File: src/rtl/dnn_dot_accel.sv
// Single-neuron Q16.16 dot-product accelerator: CPU configures via an Avalon-MM slave,
// operands and result move through an Avalon-MM master. Optional macro: DNN_ACCEL_PERF_COUNTER_EN.
module dnn_dot_accel #(
    parameter int ADDR_W = 32,
    parameter int LEN_W  = 32
) (
    input  logic              clk,
    input  logic              rst_n,
    output logic              slave_waitrequest,
    input  logic [3:0]        slave_address,
    input  logic              slave_read,
    output logic [31:0]       slave_readdata,
    input  logic              slave_write,
    input  logic [31:0]       slave_writedata,
    input  logic              master_waitrequest,
    output logic [ADDR_W-1:0] master_address,
    output logic              master_read,
    input  logic [31:0]       master_readdata,
    input  logic              master_readdatavalid,
    output logic              master_write,
    output logic [31:0]       master_writedata
);

    typedef enum logic [3:0] {
        IDLE, RD_BIAS, WT_BIAS, RD_W, WT_W, RD_X, WT_X, MAC, WR_OUT
    } state_t;

    state_t            state, state_d;
    logic [ADDR_W-1:0] bias_addr, w_base, x_base, out_addr, addr_d;
    logic [LEN_W-1:0]  len, idx, idx_d, idx_inc;
    logic              relu_en;
    logic [31:0]       acc, acc_d, w_reg, w_d, x_reg, x_d, wdata_d, mac_sum;
    logic [63:0]       prod;
    logic              rd_d, wr_d, busy, cfg_we, start;

    function automatic logic [31:0] act(input logic [31:0] v, input logic relu);
        return (relu && v[31]) ? 32'h0 : v;
    endfunction

    assign busy    = (state != IDLE);
    assign cfg_we  = slave_write && !busy;
    assign start   = cfg_we && (slave_address == 4'd0);
    assign idx_inc = idx + 1'b1;
    // Sign-extended operands: the low 64 bits of the unsigned product equal the signed product.
    assign prod    = {{32{w_reg[31]}}, w_reg} * {{32{x_reg[31]}}, x_reg};
    assign mac_sum = acc + prod[47:16];

    // Master handshake: a request (read or write) holds address/data stable and is accepted
    // in the first cycle where master_waitrequest is low; read data returns later on readdatavalid.
    always_comb begin
        state_d = state;
        idx_d   = idx;
        acc_d   = acc;
        w_d     = w_reg;
        x_d     = x_reg;
        rd_d    = master_read;
        wr_d    = master_write;
        addr_d  = master_address;
        wdata_d = master_writedata;
        case (state)
            IDLE: begin
                if (start) begin
                    state_d = RD_BIAS;
                    idx_d   = '0;
                    acc_d   = '0;
                end
            end
            RD_BIAS: begin
                // First cycle issues the request from the config latched on start.
                if (!master_read) begin
                    rd_d   = 1'b1;
                    addr_d = bias_addr;
                end else if (!master_waitrequest) begin
                    rd_d    = 1'b0;
                    state_d = WT_BIAS;
                end
            end
            WT_BIAS: begin
                if (master_readdatavalid) begin
                    acc_d = master_readdata;
                    if (len == '0) begin
                        state_d = WR_OUT;
                        wr_d    = 1'b1;
                        addr_d  = out_addr;
                        wdata_d = act(master_readdata, relu_en);
                    end else begin
                        state_d = RD_W;
                        rd_d    = 1'b1;
                        addr_d  = w_base + ADDR_W'({idx, 2'b00});
                    end
                end
            end
            RD_W, RD_X: begin
                if (!master_waitrequest) begin
                    rd_d    = 1'b0;
                    state_d = (state == RD_W) ? WT_W : WT_X;
                end
            end
            WT_W: begin
                if (master_readdatavalid) begin
                    w_d     = master_readdata;
                    state_d = RD_X;
                    rd_d    = 1'b1;
                    addr_d  = x_base + ADDR_W'({idx, 2'b00});
                end
            end
            WT_X: begin
                if (master_readdatavalid) begin
                    x_d     = master_readdata;
                    state_d = MAC;
                end
            end
            MAC: begin
                acc_d = mac_sum;
                idx_d = idx_inc;
                if (idx_inc == len) begin
                    state_d = WR_OUT;
                    wr_d    = 1'b1;
                    addr_d  = out_addr;
                    wdata_d = act(mac_sum, relu_en);
                end else begin
                    state_d = RD_W;
                    rd_d    = 1'b1;
                    addr_d  = w_base + ADDR_W'({idx_inc, 2'b00});
                end
            end
            WR_OUT: begin
                if (!master_waitrequest) begin
                    wr_d    = 1'b0;
                    state_d = IDLE;
                end
            end
            default: state_d = IDLE;
        endcase
    end

    always_ff @(posedge clk or negedge rst_n) begin
        if (!rst_n) begin
            state            <= IDLE;
            idx              <= '0;
            acc              <= '0;
            w_reg            <= '0;
            x_reg            <= '0;
            master_read      <= 1'b0;
            master_write     <= 1'b0;
            master_address   <= '0;
            master_writedata <= '0;
        end else begin
            state            <= state_d;
            idx              <= idx_d;
            acc              <= acc_d;
            w_reg            <= w_d;
            x_reg            <= x_d;
            master_read      <= rd_d;
            master_write     <= wr_d;
            master_address   <= addr_d;
            master_writedata <= wdata_d;
        end
    end

    // Config registers only change in IDLE, so they double as the latched run config.
    always_ff @(posedge clk or negedge rst_n) begin
        if (!rst_n) begin
            bias_addr <= '0;
            w_base    <= '0;
            x_base    <= '0;
            out_addr  <= '0;
            len       <= '0;
            relu_en   <= 1'b0;
        end else if (cfg_we) begin
            case (slave_address)
                4'd1:    bias_addr <= ADDR_W'(slave_writedata);
                4'd2:    w_base    <= ADDR_W'(slave_writedata);
                4'd3:    x_base    <= ADDR_W'(slave_writedata);
                4'd4:    out_addr  <= ADDR_W'(slave_writedata);
                4'd5:    len       <= LEN_W'(slave_writedata);
                4'd7:    relu_en   <= slave_writedata[0];
                default: ;
            endcase
        end
    end

`ifdef DNN_ACCEL_PERF_COUNTER_EN
    logic [31:0] perf_cnt;

    always_ff @(posedge clk or negedge rst_n) begin
        if (!rst_n) begin
            perf_cnt <= '0;
        end else if (start) begin
            perf_cnt <= '0;
        end else if (busy && (perf_cnt != 32'hFFFF_FFFF)) begin
            perf_cnt <= perf_cnt + 32'd1;
        end
    end
`endif

    assign slave_waitrequest = slave_read && (slave_address == 4'd0) && busy;

    always_comb begin
        slave_readdata = '0;
        if (slave_read) begin
            case (slave_address)
                4'd1:    slave_readdata = 32'(bias_addr);
                4'd2:    slave_readdata = 32'(w_base);
                4'd3:    slave_readdata = 32'(x_base);
                4'd4:    slave_readdata = 32'(out_addr);
                4'd5:    slave_readdata = 32'(len);
`ifdef DNN_ACCEL_PERF_COUNTER_EN
                4'd6:    slave_readdata = perf_cnt;
`endif
                4'd7:    slave_readdata = {31'b0, relu_en};
                default: slave_readdata = '0;
            endcase
        end
    end

endmodule

File: config.mk
export PLATFORM = sky130hd
export DESIGN_NAME = dnn_dot_accel
export DESIGN_NICKNAME = d
export VERILOG_FILES = /design/src/rtl/dnn_dot_accel.sv
export SDC_FILE = /design/constraint.sdc
export NUM_CORES = 2
export LEC_CHECK = 0
export CAP_MARGIN = 5
export CORE_MARGIN = 2
export CORE_UTILIZATION = 65
export DETAILED_ROUTE_END_ITERATION = 10
export HOLD_SLACK_MARGIN = 0.03
export PLACE_DENSITY = 0.93
export SKIP_CTS_REPAIR_TIMING = 1
export SLEW_MARGIN = 20
export SYNTH_ARGS = -nofsm -noshare
export SYNTH_HDL_FRONTEND = slang
export SYNTH_SLANG_ARGS = --single-unit
export TNS_END_PERCENT = 100
File: constraint.sdc
create_clock -name clk -period 10.8 [get_ports clk]
set_clock_uncertainty 0.05 [all_clocks]
set_input_delay 2.16 -clock clk [delete_from_list [all_inputs] [get_ports clk]]
set_output_delay 2.16 -clock clk [all_outputs]
set_load 0.1 [all_outputs]
==> Word-level counts from Yosys, hierarchy flattened <==
Cells that the tools add are included.
{ "totals": {"reg_bits": 359, "wordCells": 124, "output_inout_bits": 99} }
{ "classes": {"n_eq_ne": 28, "mul": 1, "mux": 42, "n_reduce_logical": 33, "addsub": 5} }
{ "ops": {"columns": ["cell", "count"], "rows": [
  ["2-to-1 mux 32 bit", 13],
  ["one-hot mux 32 bit (6 select lines)", 1],
  ["adder 32 bit", 4],
  ["one-hot mux 32 bit (2 select lines)", 2],
  ["one-hot mux 32 bit (4 select lines)", 1],
  ["one-hot mux 32 bit (3 select lines)", 1],
  ["multiplier 32 x 32 -> 48 bit", 1],
  ["2-to-1 mux 4 bit", 10],
  ["adder 32 x 1 -> 32 bit, second input constant", 1],
  ["== test 32 bit", 1],
  ["logical NOT 32 bit", 1],
  ["one-hot mux 4 bit (8 select lines)", 1],
  ["== test 4 x 3 -> 1 bit, second input constant", 7],
  ["!= test 2 bit, second input constant", 13],
  ["AND reduction 2 bit", 9],
  ["== test 4 x 2 -> 1 bit, second input constant", 4],
  ["2-to-1 mux 1 bit", 10],
  ["== test 4 x 1 -> 1 bit, second input constant", 2],
  ["logical NOT 4 bit", 2],
  ["AND reduction 4 bit", 2],
  ["AND reduction 8 bit", 1],
  ["nonzero test 4 bit", 2],
  ["logical AND 1 bit", 6],
  ["AND reduction 6 bit", 1],
  ["11 further kinds", 13]
]} }

==> Logic depth before layout (Yosys ltp) <==
{ "logic_depth": {"word_depth": 6, "mapped_depth": 40} }

==> Worst setup path after synthesis <==
No wires, ideal clock.
{ "synth_timing": {"path_type": "register -> register", "start": "register x_reg[5]", "end": "register master_writedata[20]", "t_required_ns": 10.618, "t_arrival_ns": 9.320, "setup_ns": 0.132, "setup_slack_ns": 1.298, "stages_incl_launch_ff": 36, "path_cell_list": "dfrtp_1 clkbuf_1 and2_1 fa_1 fa_1 fa_1 inv_1 fa_1 inv_1 fa_1 fa_1 fa_1 fa_1 ha_1 a2111oi_0 o21ai_0 o21a_1 or3_1 and3_1 o21a_1 o21a_1 nor2_1 xnor2_1 ha_1 nand2_1 nor3_1 o2111ai_1 a21oi_1 a21boi_0 a211o_1 o21ai_0 a311oi_1 xnor3_1 a21o_1 clkbuf_1 o21ai_1"} }
{ "synth_between": {"elab_chain_cells": 6} }
{ "synth_lines": {"columns": ["item", "line_no", "source"], "rows": [
  ["from (decl)", "32", "logic [31:0] acc, acc_d, w_reg, w_d, x_reg, x_d, wdata_d, mac_sum;"],
  ["from (signal assigned)", "143", "x_reg <= '0;"],
  ["from (signal assigned)", "153", "x_reg <= x_d;"],
  ["multiplier 32 x 32 -> 48 bit (*)", "45", "assign prod = {{32{w_reg[31]}}, w_reg} * {{32{x_reg[31]}}, x_reg};"],
  ["adder 32 bit (*)", "46", "assign mac_sum = acc + prod[47:16];"],
  ["logical AND 1 bit", "37", "return (relu && v[31]) ? 32'h0 : v;"],
  ["2-to-1 mux 32 bit (*)", "37", null],
  ["2-to-1 mux 32 bit (*)", "116", "if (idx_inc == len) begin"],
  ["one-hot mux 32 bit (2 select lines) (*)", "60", "case (state)"],
  ["to (signal assigned)", "157", "master_writedata <= wdata_d;"],
  ["to (decl)", "21", "output logic [31:0] master_writedata"]
]} }
Mark *: on every way between the ends. The rest lies on a longest branch, timed or not. The select of a mux whose other input is x is not followed.
A chain may end at the register's enable or synchronous reset.

==> Worst setup path in the final report <==
{ "layout_timing": {"start": "register x_reg[12]", "end": "register master_writedata[25]"} }
The elaborated chain is that of the path after synthesis.

==> impl_results.rst <==
.. list-table::
   :header-rows: 1

   * - Metric
     - Value
   * - Outcome
     - finished clean
   * - Worst setup path class
     - register to register
   * - TritonCTS clock tree
     - done
   * - Initial core utilization
     - 0.655
   * - Distinct cells, synth
     - 85
   * - HPWL reported at the end of detailed placement
     - 127 mm
   * - Largest stage delay on the critical path
     - 0.60 ns
   * - CP dominant cell by count
     - sky130_fd_sc_hd__fa_1
   * - Final Hold Slack
     - 0.441 ns
   * - Proportion of synthesized chip area in sequential cells
     - 0.174
   * - Sum of negative setup slack
     - 0 ns
   * - Final Wtd Congestion
     - 1.04
   * - Grt met1 use
     - 0.480
   * - Number of top-level design ports
     - 173
   * - Number of endpoints failing setup at the final stage
     - 0
   * - Detail-routed via count per cell
     - 6.60
   * - Launch instance of the worst min-delay path
     - master_address[12]
   * - Synth area leaders
     - sky130_fd_sc_hd__fa_1 33%, sky130_fd_sc_hd__dfrtp_1 17%, sky130_fd_sc_hd__ha_1 6.9%
   * - Number of nets produced by synthesis
     - 6676
   * - Via total after detailed routing
     - 43500
   * - Placeable core region
     - 78700 um2
   * - Number of I/O port buffers
     - 172
   * - Die Footprint
     - 81600 um2
   * - # rows
     - 103
   * - Width of the chip
     - 286 um
   * - Worst Path Required
     - 11.20 ns
   * - Register bit count reported by yosys
     - 359
   * - Met2 track demand over resource in global routing
     - 0.644
   * - Synth-to-Final Area Change
     - 8.59%
   * - # clock sinks
     - 359
   * - CTS clk-pin slew, worst paths
     - 0.06 ns
   * - Post-route insts no fill
     - 6592
   * - HP Class
     - register to register
   * - Number of warning messages in the yosys log
     - 0
   * - Fraction of layout cells with a size suffix above 1
     - 0.0928
   * - Layout fillers
     - 4983
   * - Max cap viols
     - 0
   * - Top cells by instance count after synthesis
     - 842 x sky130_fd_sc_hd__fa_1, 829 x sky130_fd_sc_hd__inv_1, 622 x sky130_fd_sc_hd__nand2_1
   * - Global routing met3 resource utilization
     - 0.152
   * - Busiest layer in global routing
     - met2
   * - Detailed-routing iteration count for the pre-antenna-repair pass
     - 9
   * - Number of pins with negative max-slew slack in the final report
     - 0
   * - Vertical die dimension
     - 286 um
   * - Clock root buffer
     - sky130_fd_sc_hd__clkbuf_16
   * - Tcrit/Tclk final
     - 0.974
   * - Cell count after placement
     - 6506
   * - Synthesized area divided by synthesized cell count
     - 9.42 um2
   * - Total overflow reported by the global router
     - 0
   * - Area of the mapped netlist
     - 51600 um2
   * - Top-count cell post-synth
     - sky130_fd_sc_hd__fa_1
   * - Placement Cell Area
     - 54400 um2
   * - Achievable frequency
     - 95.0 MHz
   * - Primary flip-flop cell chosen by synthesis mapping
     - sky130_fd_sc_hd__dfrtp_1
   * - Count of flip-flops with a built-in enable after synthesis
     - 0
   * - Total CTS buffers
     - 39
   * - Leading area contributor after synthesis
     - sky130_fd_sc_hd__fa_1
   * - Setup crit start
     - x_reg[12]
   * - Arrival time of data at the critical path endpoint
     - 10.92 ns
   * - Relative max-transition margin
     - 0.121
   * - Initial antenna violation count
     - 4
   * - Global-route wire length before repair
     - 258 mm
   * - Type of destination of the critical path
     - register
   * - Highest fanout seen on the critical path
     - 24
   * - Proportion of synthesized flip-flops having asynchronous set or reset
     - 1.00
   * - Overall track demand over capacity in global routing
     - 0.410
   * - Layout net count
     - 6710
   * - Detailed Route WL
     - 167 mm
   * - Cell with the biggest individual delay on the critical path
     - sky130_fd_sc_hd__dfrtp_2
   * - Average routed wire per standard cell
     - 25.3 um
   * - Launch instance of the worst register-to-register path
     - x_reg[12]
   * - Number of hold violations in the final report
     - 0
   * - Post-synthesis instance total
     - 5474
   * - Final min period
     - 10.52 ns
   * - Final standard cell area without fillers
     - 56000 um2
   * - DRC violations left
     - 0
   * - Number of violations reported at the end of detailed-routing iteration 0
     - 5257
   * - Area share of the largest cell type after synthesis
     - 0.327
   * - Maximum number of pins on one net before global-route repair
     - 97
   * - Maximum buffer depth of the clock tree
     - 3
   * - Worst-Skew Late Latency
     - 0.63 ns
   * - Number of global-route vias before repair
     - 46800
   * - Pin slew with the least headroom to its limit
     - 1.31 ns
   * - Setup crit start kind
     - register
   * - Number of antenna-violating nets in the routed design
     - 0
   * - Number of levels the H-tree was split into
     - 2
-- critical path: cells and delay by family (launching register included) --
family | cells | cell delay [ns]
adders and majority gates | 10 | 4.68
AOI/OAI and AO/OA | 12 | 2.88
and+or+nand+nor | 4 | 1.01
buffers and inverters | 4 | 0.71
DFF | 1 | 0.60
xor gates and xnor gates | 2 | 0.45
-- worst paths after layout --
check	endpoint	slack, ns	depth (start not counted)
max	master_writedata[25]	0.28	32
min	master_address[12]	0.44	2
max reg2reg	master_writedata[25]	0.28	32
min reg2reg	master_address[12]	0.44	2
max in group asynchronous	master_address[4]	7.06	4
min in group asynchronous	out_addr[26]	1.49	1
-- placed cells by master, fill, tap and decap left out, types with 19 or more instances in the layout --
cell	Yosys	routed
sky130_fd_sc_hd__o21ai_0	130	127
sky130_fd_sc_hd__mux2_2	228	228
sky130_fd_sc_hd__o21a_1	29	29
sky130_fd_sc_hd__dfrtp_1	359	328
sky130_fd_sc_hd__a21o_1	49	48
sky130_fd_sc_hd__nand4_1	23	23
sky130_fd_sc_hd__o31ai_1	21	20
sky130_fd_sc_hd__nand3_1	45	44
sky130_fd_sc_hd__xnor2_1	149	149
sky130_fd_sc_hd__clkbuf_16	0	39
sky130_fd_sc_hd__nand2b_1	25	25
sky130_fd_sc_hd__a222oi_1	32	32
sky130_fd_sc_hd__a221oi_1	19	19
sky130_fd_sc_hd__nor3_1	48	45
sky130_fd_sc_hd__dfrtp_2	0	28
sky130_fd_sc_hd__and2_1	508	508
sky130_fd_sc_hd__buf_4	1	120
sky130_fd_sc_hd__fa_1	842	842
sky130_fd_sc_hd__inv_1	829	829
sky130_fd_sc_hd__xor2_1	75	75
sky130_fd_sc_hd__ha_1	286	286
sky130_fd_sc_hd__and3_1	28	26
sky130_fd_sc_hd__o21ai_1	49	51
sky130_fd_sc_hd__a21oi_1	200	198
sky130_fd_sc_hd__nor2b_1	25	25
sky130_fd_sc_hd__nand2_1	622	622
sky130_fd_sc_hd__a22oi_1	43	42
sky130_fd_sc_hd__clkdlybuf4s50_1	0	170
sky130_fd_sc_hd__a31oi_1	53	53
sky130_fd_sc_hd__nor2_1	192	189
-- routing by layer --
metal  up-vias  wire [um]
met4        10      13100
met5         -        144
met3      1120      24400
met2      3610      75500
met1     21200      53700
li1      17600          -
-- cell type report --
class	instances	area, um2	share of cell area
multi-input combinational	3980	38400	0.686
sequential	359	9030	0.161
inverter	829	3110	0.0555
timing repair buffer	299	2740	0.0488
tap	1050	1310	0.0235
clock buffer	48	1070	0.0191
clock inverter	23	339	0.00605
antenna	4	10.0	0.000179
-- cells by family after synthesis --
kind of cell | after synthesis | share of synthesized area
fa+ha+maj | 1128 | 0.396
mux | 233 | 0.0508
simple gates | 1609 | 0.156
xor+xnor | 226 | 0.0389
compound gates | 784 | 0.100
buf+inv | 1135 | 0.0840
flops | 359 | 0.174
-- metrics by stage --
step | utilization | setup slack [ns]
2_1_floorplan | - | 1.30
4_1_cts | 0.709 | -0.143
6_report | 0.711 | 0.279
5_1_grt | 0.711 | -0.105
3_3_place_gp | 0.691 | 0.303
3_5_place_dp | 0.691 | 0.0394
Power is not shown: default switching activity piles up to over one toggle a cycle in this logic, so the estimate is an artifact.
